==> config.mk <==
export PLATFORM = sky130hd
export DESIGN_NAME = gelato_warp_scheduler
export DESIGN_NICKNAME = d
export VERILOG_FILES = /design/src/rtl/gelato_warp_scheduler.sv
export SDC_FILE = /design/constraint.sdc
export NUM_CORES = 1
export LEC_CHECK = 0
export BUFFER_PORTS_ARGS = -buffer_cell sky130_fd_sc_hd__buf_4
export CAP_MARGIN = 40
export CORE_AREA = 2 2 242 244
export DETAILED_ROUTE_END_ITERATION = 10
export DIE_AREA = 0 0 244 246
export PLACE_DENSITY = 0.47
export SLEW_MARGIN = 15
export SYNTH_ARGS = -nofsm -noshare
export SYNTH_HDL_FRONTEND = slang
export SYNTH_SLANG_ARGS = --single-unit
==> constraint.sdc <==
create_clock -name clk -period 5.2 [get_ports clk]
set_clock_uncertainty 0.05 [all_clocks]
set_input_delay 0.26 -clock clk [delete_from_list [all_inputs] [get_ports clk]]
set_output_delay 0.26 -clock clk [all_outputs]
set_load 0.03 [all_outputs]
==> src/rtl/gelato_warp_scheduler.sv <==
// Warp scheduler: consumer side of the per-warp instruction buffers.
// Each cycle it picks at most one eligible warp, pulses that warp's caught bit
// to pop its buffer tail, and registers the instruction into a single-entry
// issue stage.
// Optional feature macro: GELATO_WARPSKD_GREEDY_EN (greedy-then-round-robin).
// When it is undefined the scheduler is strict round-robin.
module gelato_warp_scheduler #(
  parameter int unsigned WARP_NUM = 8,
  parameter int unsigned INST_W   = 64
) (
  input  logic                                 clk,
  input  logic                                 rst_n,
  input  logic                                 rdy,
  input  logic [WARP_NUM-1:0]                  buf_valid,
  input  logic [WARP_NUM*INST_W-1:0]           buf_inst,
  output logic [WARP_NUM-1:0]                  buf_caught,
  input  logic [WARP_NUM-1:0]                  warp_active,
  input  logic [WARP_NUM-1:0]                  warp_stall,
  output logic                                 issue_valid,
  input  logic                                 issue_ready,
  output logic [INST_W-1:0]                    issue_inst,
  output logic [$clog2(WARP_NUM)-1:0]          issue_warp
);

  localparam int unsigned WID_W = $clog2(WARP_NUM);

  typedef enum logic {StEmpty, StFull} issue_state_e;

  issue_state_e      state_q;
  logic [WID_W-1:0]  scan_base_q;  // rr_ptr, or last_warp in greedy mode
  logic [INST_W-1:0] issue_inst_q;
  logic [WID_W-1:0]  issue_warp_q;

  logic [WARP_NUM-1:0] elig;
  logic                slot_free;
  logic                sel_valid;
  logic [WID_W-1:0]    sel;
  logic [WID_W-1:0]    idx;
  logic [INST_W-1:0]   sel_inst;
  logic [WID_W-1:0]    next_base;

  assign elig        = buf_valid & warp_active & ~warp_stall;
  assign issue_valid = (state_q == StFull);
  assign issue_inst  = issue_inst_q;
  assign issue_warp  = issue_warp_q;
  // A full slot can be drained and refilled on the same edge.
  assign slot_free   = ~issue_valid | issue_ready;

  // Pick the first eligible warp scanning upward from the scan base, with wrap.
  always_comb begin
    sel_valid = 1'b0;
    sel       = '0;
    idx       = '0;
    if (rdy && slot_free) begin
      for (int k = 0; k < WARP_NUM; k++) begin
        idx = scan_base_q + WID_W'(k);
        if (!sel_valid && elig[idx]) begin
          sel_valid = 1'b1;
          sel       = idx;
        end
      end
    end
  end

  // Mux the selected tail instruction and decode the one-hot pop pulse.
  always_comb begin
    sel_inst   = '0;
    buf_caught = '0;
    for (int i = 0; i < WARP_NUM; i++) begin
      if (sel == WID_W'(i)) begin
        sel_inst      = buf_inst[i*INST_W +: INST_W];
        buf_caught[i] = sel_valid;
      end
    end
  end

`ifdef GELATO_WARPSKD_GREEDY_EN
  // Greedy: restart the scan at the warp just selected so it keeps issuing.
  assign next_base = sel;
`else
  // Round-robin: restart the scan just past the warp just selected.
  assign next_base = sel + WID_W'(1);
`endif

  // Issue-register FSM plus scan base; rdy=0 freezes everything.
  always_ff @(posedge clk or negedge rst_n) begin
    if (!rst_n) begin
      state_q      <= StEmpty;
      scan_base_q  <= '0;
      issue_inst_q <= '0;
      issue_warp_q <= '0;
    end else if (rdy) begin
      if (sel_valid) begin
        state_q      <= StFull;
        scan_base_q  <= next_base;
        issue_inst_q <= sel_inst;
        issue_warp_q <= sel;
      end else if (state_q == StFull && issue_ready) begin
        state_q <= StEmpty;
      end
    end
  end

endmodule
==> flow_metrics.tcl, run 1 <==
set metrics [dict create \
    dieArea_sq_um 60000 \
    grt_overflow_total 0 \
    drt_wl_total_microns 60700 \
    regArea_sq_um 1780 \
    area_growth_pct 66.6 \
    setup_viol 0 \
    leakagePower_nw 6.92 \
    cts_made_buffers 9 \
    end_kind "flip-flop" \
    rows 88 \
    io_pins 616 \
    htreeDepth 3 \
    drc 0 \
    period_share 0.945 \
    grtUsageTotal 0.191 \
    grt_pass1_vias 12439 \
    wl_per_cell_microns 24.6 \
    cts_tree "done" \
    hold_viol_final 0 \
    die_h_microns 246 \
    yosys_warnings 0 \
    critical_path_arrival_ns 5.12 \
    outcome "completed" \
    top_layer_used "met5" \
    antenna_found_initial 9 \
    fin_util 0.260 \
    drive_above_1_share 0.450 \
    rsz0062_at_grt "false" \
    wl_met3_microns 5440 \
    gp_congestion 0.860 \
    synth_edf_count 0 \
    ant_nets 0 \
    grt_max_degree 97 \
    powerDensity_nw_per_um2 647 \
    initial_core_util 0.156 \
    nFillCells 6326 \
    met1_length_microns 23100 \
    core_sq_um 57400 \
    insertion_delay_ns 0.37 \
    synth_area_leaders "dfrtp_1, a21oi_1, a221oi_1" \
    vias_per_cell 4.97 \
    ys_seq_area_frac 0.199 \
    via_count 12246 \
    crit_fanout 42 \
    max_freq_mhz 203 \
    async_flop_share 1.00 \
    root_buffer "clkbuf_16" \
    postSynthAreaPerCell_sq_um 7.84 \
    grt_first_pass_wirelength_microns 85000 \
    cap_violations 0 \
    start_kind "flip-flop" \
    worstPathRequired_ns 5.41 \
    ys.flop_type "dfrtp_1" \
    syn-num-nets 1689 \
    yosysTopAreaCellShare 0.199 \
    portBuffers 615 \
    synth_common_cells "a21oi_1, clkbuf_1, nand2_1" \
    yosysMostFrequentCell "a21oi_1" \
    routed-wl-met2_microns 29300 \
    path_clk_slew_ns 0.07 \
    drv_slew 0 \
    clkSinkCount 71 \
    min_path_type "in -> reg" \
    synth.distinct_cells 72 \
    detail_route.first_pass.iterations 5 \
    critPathKind "reg -> reg" \
    ys_ff_latch 71 \
    relSlewSlack 0.520 \
    multi_input_area_sq_um 6470 \
    dp_hpwl_microns 46500 \
    setup_ws_ns 0.285 \
    yosys.area.top_type "dfrtp_1" \
    peakVddDrop_v 0.000373 \
    worst_pin_slew_ns 0.719 \
    period_minus_slack_ns 4.92 \
    post-place-ws_ns -0.197 \
    cts_buffer_depth 2 \
    die_w_microns 244 \
    drt_iter0_markers 706 \
    nets 2236 \
    syn_area_sq_um 8950 \
    syn_inst 1141 \
]
[stage by stage]
step | power [mW] | TNS [ns] | hold slack, ns | cell area [sq um] | instances
global placement | 8.77 | -0.270 | 0.261 | 14500 | 2435
detailed placement | 8.87 | -0.197 | 0.270 | 14500 | 2436
global route | 10.3 | 0 | 0.0280 | 14900 | 2459
floorplan | 5.94 | 0 | -0.0856 | 8950 | 1141
finish | 9.65 | 0 | 0.0422 | 14900 | 2462
CTS | 9.63 | 0 | 0.0104 | 14800 | 2453
[routing by layer]
| layer | vias up | track usage |
|---|---|---|
| met3 | 115 | 0.0586 |
| met5 | - | 0 |
| met1 | 5927 | 0.223 |
| li1 | 5523 | - |
| met4 | 8 | 0.0915 |
| met2 | 673 | 0.320 |
[flip-flops by register name, summed over array words and instances (netlist names)]
signal,flops
issue_inst,64
issue_warp,3
scan_base_q,3
issue_valid,1
[where the power goes]
group,internal (mW),switching (mW)
sequential,0.814,0.164
combinational,3.17,4.79
clock,0.373,0.329
[kinds of logic (layout without fill, tap and decap cells)]
family | count (synthesis) | in the layout | synth area share
xor+xnor | 4 | 4 | 0.00769
compound gates | 520 | 520 | 0.432
other cells | 0 | 4 | 0
flops | 71 | 71 | 0.199
mux | 65 | 65 | 0.0853
simple gates | 267 | 267 | 0.166
buf+inv | 206 | 758 | 0.0998
fa+ha+maj | 8 | 8 | 0.0112
[critical path, stage by stage (launching register included)]
cell,delay [ns]
dfrtp_1,0.38
buf_4,0.22
ha_1,0.30
buf_4,0.21
nor4bb_1,0.28
o32ai_1,0.13
nand4b_1,0.23
a32o_2,0.30
nand4_1,0.19
nor2b_1,0.09
and2_1,0.18
o31ai_2,0.29
inv_1,0.13
ha_1,0.27
ha_4,0.20
or2_2,0.30
buf_6,0.21
a221oi_2,0.41
o32a_1,0.25
o211ai_2,0.08
[layout by cell type (no fill, tap or decap), types with 29 or more instances in the layout]
cell type,count
a21oi_1,196
a221oi_1,62
and2_1,29
and3_1,44
buf_4,650
dfrtp_1,71
inv_1,74
mux2i_1,56
nand2_1,83
nand3b_1,30
nor2_1,38
o211ai_2,40
o21ai_0,29
o221ai_1,44
o32a_1,43
[final timing paths]
path,endpoint,cells after the start,slack (ns),start
setup / recovery,issue_inst[17]$_DFFE_PN0P_,19,0.28,scan_base_q[0]$_DFFE_PN0P_
hold / removal,issue_inst[61]$_DFFE_PN0P_,3,0.04,buf_inst[445]
setup reg to reg,issue_inst[17]$_DFFE_PN0P_,19,0.28,scan_base_q[0]$_DFFE_PN0P_
hold reg to reg,issue_warp[2]$_DFFE_PN0P_,1,0.43,issue_warp[2]$_DFFE_PN0P_
max in group asynchronous,issue_inst[43]$_DFFE_PN0P_,3,3.64,rst_n
min in group asynchronous,issue_inst[34]$_DFFE_PN0P_,2,0.37,rst_n
[what timing repair did]
| action | in CTS | in global routing |
|---|---|---|
| endpoints found under the setup margin | 2 | 43 |
| setup buffers | 0 | 5 |
| hold endpoints to repair | 35 | 0 |
| hold buffers | 1 | 0 |
| pin swaps | 0 | 0 |
| gates cloned | 0 | 0 |
| resized for setup | 2 | 10 |
[area by class of cell]
cell class,instances,share of cell area
multi-input cells,864,0.434
repair buffers,663,0.343
flip-flops and latches,71,0.119
well taps,765,0.0642
inverters,79,0.0199
clock buffers,11,0.0156
clock inverters,5,0.00395
diodes,4,0.000672
No activity file was read; power rests on OpenSTA's default activity.
==> run 2: changes to the inputs <==
--- a/config.mk
+++ b/config.mk
@@ -9,6 +9,9 @@
 export CAP_MARGIN = 40
-export CORE_AREA = 2 2 242 244
+export CELL_PAD_IN_SITES_DETAIL_PLACEMENT = 1
+export CELL_PAD_IN_SITES_GLOBAL_PLACEMENT = 1
+export CORE_AREA = 2 2 240 242
+export CTS_CLUSTER_DIAMETER = 200
 export DETAILED_ROUTE_END_ITERATION = 10
-export DIE_AREA = 0 0 244 246
-export PLACE_DENSITY = 0.47
+export DIE_AREA = 0 0 242 244
+export PLACE_DENSITY = 0.61
 export SLEW_MARGIN = 15
==> constraint.sdc (replaced) <==
create_clock -name clk -period 5.2 [get_ports clk]
set_clock_uncertainty 0.05 [all_clocks]
set_input_delay 1.04 -clock clk [delete_from_list [all_inputs] [get_ports clk]]
set_output_delay 1.04 -clock clk [all_outputs]
set_load 0.03 [all_outputs]
==> run 2 against run 1 <==
Net effect: setup slack got worse by 0.081 ns; non-clock buffer count increased by 35; design area increased by 2.1%; global-route usage increased by 1.1 points; clock power about the same; largest cell class unchanged; highest routed layer unchanged.
==> flow_metrics.tcl, run 2 (synthesis results as in run 1) <==
set metrics [dict create \
    rows 87 \
    grt_first_pass_wirelength_microns 89200 \
    worstPathRequired_ns 4.11 \
    vias_per_cell 4.93 \
    peakVddDrop_v 0.000446 \
    core_sq_um 56200 \
    critical_path_arrival_ns 3.91 \
    final_cell_mix "buf_4, a21oi_1, nand2_1, inv_1, dfrtp_1" \
    cts_tree "done" \
    drive_above_1_share 0.465 \
    detail_route.first_pass.iterations 5 \
    setup_viol 0 \
    fin_setup_tns_ns 0 \
    min_path_type "reg -> reg" \
    drv_slew 0 \
    critPathKind "in -> out" \
    layout_commonest_cell "buf_4" \
    dp_hpwl_microns 48500 \
    leakagePower_nw 7.11 \
    top_layer_used "met5" \
    ant_nets 0 \
    cts_buffer_depth 2 \
    grt_overflow_total 0 \
    wl_per_cell_microns 25.0 \
    grt_pass1_vias 13214 \
    wl_met3_microns 3820 \
    period_share 0.961 \
    area_growth_pct 70.1 \
    multi_input_area_sq_um 6470 \
    end_kind "output port" \
    placed_cell_area_sq_um 14800 \
    antenna_found_initial 7 \
    dieArea_sq_um 59000 \
    powerDensity_nw_per_um2 658 \
    power_mw 10.0 \
    routed-wl-met2_microns 31300 \
    portBuffers 615 \
    met1_length_microns 25000 \
    path_clk_slew_ns 0.07 \
    drt_iter0_markers 529 \
    relSlewSlack 0.447 \
    final_cell_area_sq_um 15200 \
    root_buffer "clkbuf_16" \
    die_h_microns 244 \
    drc 0 \
    io_pins 616 \
    htreeDepth 3 \
    clkSinkCount 71 \
    via_count 12262 \
    reg2reg_slack_ns 0.55 \
    grt_max_degree 75 \
    nFillCells 6755 \
    gp_congestion 0.933 \
    holdWs_ns 0.449 \
    grtUsageTotal 0.202 \
    die_w_microns 242 \
    drt_wl_total_microns 62100 \
    initial_core_util 0.159 \
    worst_pin_slew_ns 0.829 \
    hold_viol_final 0 \
    crit_fanout 7 \
    cap_violations 0 \
    setup_ws_ns 0.204 \
    largest_reg_flops 64 \
    period_minus_slack_ns 5.00 \
    cts_made_buffers 9 \
    max_freq_mhz 200 \
    post-place-ws_ns 0.0255 \
    outcome "completed" \
    nets 2271 \
    regArea_sq_um 1780 \
    insertion_delay_ns 0.37 \
    start_kind "primary input" \
]
run 2: changes by cell type in the layout (fill, tap and decap cells not counted), moves of 2 or more:
cell	change
a221oi_1	+4
ha_1	-2
nor3_1	-2
diode_2	-3
buf_6	-2
clkinv_4	+2
buf_4	+33
clkinvlp_4	-2
a221oi_4	-3
buf_12	+6
run 2: worst paths after layout:
| path | start | end | depth (start not counted) |
|---|---|---|---|
| worst max-delay path | warp_stall[6] | buf_caught[7] | 14 |
| worst min-delay path | issue_inst[17]$_DFFE_PN0P_ | issue_inst[17]$_DFFE_PN0P_ | 2 |
| worst max register to register | scan_base_q[2]$_DFFE_PN0P_ | issue_inst[14]$_DFFE_PN0P_ | 16 |
| worst min register to register | issue_inst[17]$_DFFE_PN0P_ | issue_inst[17]$_DFFE_PN0P_ | 2 |
| max in group asynchronous | rst_n | issue_inst[34]$_DFFE_PN0P_ | 2 |
| min in group asynchronous | rst_n | issue_inst[40]$_DFFE_PN0P_ | 1 |
run 2: routing by layer:
layer,global-route usage,up-vias
li1,-,5601
met1,0.234,6051
met2,0.364,511
met3,0.0447,87
met4,0.0744,12
met5,0,-
run 2: area by class of cell:
cell class | instances | area share
timing repair buffer | 698 | 0.357
multi-input combinational | 864 | 0.425
antenna | 1 | 0.000164
clock buffer | 10 | 0.0150
inverter | 79 | 0.0195
sequential | 71 | 0.117
tap | 756 | 0.0622
clock inverter | 6 | 0.00460
run 2: what timing repair did:
| item | in CTS | in global routing |
|---|---|---|
| resized for setup | 1 | 10 |
| pin swaps | 0 | 1 |
| buffers inserted | 0 | 2 |
| cloned | 0 | 0 |
| hold buffers | 0 | 0 |
| setup endpoints to repair | 7 | 8 |
run 2: per-stage QoR:
| stage | util | cells |
|---|---|---|
| finish | 0.271 | 2485 |
| global route | 0.271 | 2484 |
| CTS | 0.270 | 2482 |
| detailed placement | 0.264 | 2466 |
| global placement | 0.264 | 2466 |
| floorplan | - | 1141 |
run 2: critical path, stage by stage:
cell and delay, ns:
buf_4 0.11, nand3b_1 0.30, mux4_2 0.54, buf_4 0.17, o22ai_1 0.18, o2111ai_1 0.17, a211o_1 0.34, o311ai_4 0.11
nand2_4 0.11, inv_1 0.28, ha_4 0.22, inv_2 0.04, nor2_2 0.09, buf_4 0.18
run 2: where the power goes:
group,leakage [nW],total [mW],internal (mW),switching [mW]
Sequential,0.902,0.978,0.815,0.164
Combinational,6.06,8.33,3.41,4.92
Clock,0.147,0.705,0.377,0.328
Total,7.11,10.0,4.60,5.41
==> run 3: changes to the inputs <==
CELL_PAD_IN_SITES_DETAIL_PLACEMENT = 0   (was 1)
PLACE_DENSITY = not set   (was 0.61)
PLACE_DENSITY_LB_ADDON = 0.1   (was not set)
==> run 3 against run 2 <==
Net effect: wire length grew 3.2%; setup slack gained 0.022 ns; sequential cell count is the same; largest power group unchanged; critical path type unchanged.
==> flow_metrics.tcl, run 3 (synthesis results as in run 1) <==
set metrics [dict create \
    outcome "completed" \
    grtUsageTotal 0.208 \
    drc 0 \
    path_cells "buf_4, and3b_1, mux2i_1, mux4_2, o21a_2, nand4_1, nor2b_1, and2_1, o31ai_2, buf_4, ha_4, and3_4, nand2_4, inv_1, buf_4" \
    setup_viol 0 \
    htreeDepth 3 \
    drv_slew 0 \
    worst_hold_path.endpoint "issue_warp[2]$_DFFE_PN0P_" \
    critical_path_arrival_ns 3.88 \
    r2r-start "scan_base_q[1]$_DFFE_PN0P_" \
    grt_pass1_vias 12597 \
    clock_power_share 0.076 \
    cts_buffer_depth 2 \
    dp_hpwl_microns 49300 \
    hold_viol_final 0 \
    final_cell_mix "buf_4, a21oi_1, nand2_1, inv_1, dfrtp_1" \
    holdWs_ns 0.445 \
    rows 87 \
    busiest_layer "met2" \
    worstReg2RegEnd "issue_inst[3]$_DFFE_PN0P_" \
    start_kind "primary input" \
    internal_power_mw 4.54 \
    max_stage_delay_ns 0.53 \
    crit_buf_inv 4 \
    rsz0062_at_grt "false" \
    portBuffers 615 \
    pwr-share-seq 0.099 \
    clkSinkCount 71 \
    min_path_type "reg -> reg" \
    insertion_delay_ns 0.36 \
    grt_overflow_total 0 \
    path_clk_slew_ns 0.05 \
    grt_max_degree 65 \
    crit_fanout 5 \
    cts_made_buffers 9 \
    vias_per_cell 4.82 \
    crit_top_cell "buf_4" \
    dieArea_sq_um 59000 \
    die_w_microns 242 \
    drt_wl_total_microns 64100 \
    max_freq_mhz 201 \
    use_met3 0.0677 \
    layout_commonest_cell "buf_4" \
    initial_core_util 0.159 \
    detail_route.first_pass.iterations 5 \
    groute.layer.met1.usage 0.230 \
    core_sq_um 56200 \
    nets 2258 \
    wl_per_cell_microns 25.9 \
    cap_violations 0 \
    leakagePower_nw 7.03 \
    grt_util_met2 0.389 \
    root_buffer "clkbuf_16" \
    io_pins 616 \
    period_minus_slack_ns 4.97 \
    slowest_stage "mux4_2" \
    area_growth_pct 68.9 \
    largest_reg_flops 64 \
    antenna_found_initial 8 \
    powerDensity_nw_per_um2 650 \
    cts_tree "done" \
    critPathKind "in -> out" \
    grt_first_pass_wirelength_microns 90300 \
    final_cell_area_sq_um 15100 \
    via_count 11931 \
    end_kind "output port" \
    peakVddDrop_v 0.000678 \
    critical-path-top-delay-family "simple AND/OR/NAND/NOR gates" \
    power_frac_comb 0.825 \
    period_share 0.957 \
    holdPathStages 1 \
    drive_above_1_share 0.462 \
    sw_frac_of_total 0.537 \
    relSlewSlack 0.565 \
    ant_nets 0 \
    worstPathRequired_ns 4.11 \
    switching_power_mw 5.28 \
    r2r_cells 20 \
    worst_pin_slew_ns 0.653 \
    drt_iter0_markers 588 \
    die_h_microns 244 \
    holdCritStartpoint "issue_warp[2]$_DFFE_PN0P_" \
    reg2reg_slack_ns 0.42 \
    placed_cell_area_sq_um 14700 \
    gp_congestion 0.894 \
]
## run 3: stage by stage
| stage | cells | power [mW] | setup slack (ns) | TNS, ns | util |
|---|---|---|---|---|---|
| 2_1_floorplan | 1141 | 5.95 | -0.0566 | -0.0566 | - |
| 3_3_place_gp | 2453 | 9.23 | -0.185 | -0.501 | 0.262 |
| 3_5_place_dp | 2454 | 9.19 | -0.147 | -0.307 | 0.262 |
| 4_1_cts | 2470 | 10.0 | 0.00516 | 0 | 0.268 |
| 5_1_grt | 2472 | 10.5 | 0.0161 | 0 | 0.269 |
| 6_report | 2474 | 9.82 | 0.226 | 0 | 0.269 |
## run 3: layout make-up
class                      count  area (sq um)
multi-input combinational    864          6460
antenna                        3          7.51
clock buffer                  11           243
inverter                      79           297
clock inverter                 5          81.3
tap                          756           946
fill                        6291         41100
sequential                    71          1780
timing repair buffer         685          5300
## run 3: how the worst max path moves through the flow
| stage | from | endpoint | slack (ns) | cells past startpoint |
|---|---|---|---|---|
| after floorplan | warp_stall[2] | buf_caught[1] | -0.06 | 14 |
| after global placement | warp_stall[0] | issue_inst[3]$_DFFE_PN0P_ | -0.18 | 18 |
| after detailed placement | warp_stall[0] | issue_inst[3]$_DFFE_PN0P_ | -0.15 | 18 |
| after CTS | scan_base_q[1]$_DFFE_PN0P_ | buf_caught[7] | 0.005 | 17 |
| after global routing | scan_base_q[0]$_DFFE_PN0P_ | buf_caught[5] | 0.02 | 16 |
| final | warp_stall[7] | buf_caught[5] | 0.23 | 15 |
## run 3: power by group through the flow
stage                     Clock (mW)  Sequential, mW  Combinational [mW]
after floorplan                    0            1.37                4.58
after global routing           0.805            1.00                8.71
after CTS                      0.785           0.973                8.25
after global placement             0           0.978                8.25
after detailed placement           0           0.983                8.21
final                          0.747           0.971                8.10
## run 3: metal layers
layer	vias to the layer above	part of all wire
li1	5571	-
met1	5860	0.38
met2	448	0.53
met3	40	0.078
met4	12	0.010
met5	-	0.0014
## run 3: worst register-to-register path, stage by stage (launching register included)
cell	delay, ns
dfrtp_1	0.38
buf_4	0.18
ha_2	0.22
buf_6	0.17
nor4bb_2	0.31
o32ai_2	0.15
nand4b_1	0.23
a32o_2	0.30
o2111ai_1	0.13
nand2_1	0.08
o211a_1	0.23
o31ai_2	0.22
inv_1	0.13
ha_2	0.23
ha_4	0.18
or2_2	0.33
buf_12	0.19
buf_4	0.20
a221oi_1	0.41
o32a_1	0.26
o211ai_1	0.08
## run 3: timing repair
action / CTS / global route
buffers inserted: 0 / 1
pin swaps: 0 / 1
gates resized for setup: 1 / 9
hold buffers: 0 / 0
setup endpoints to repair: 4 / 11
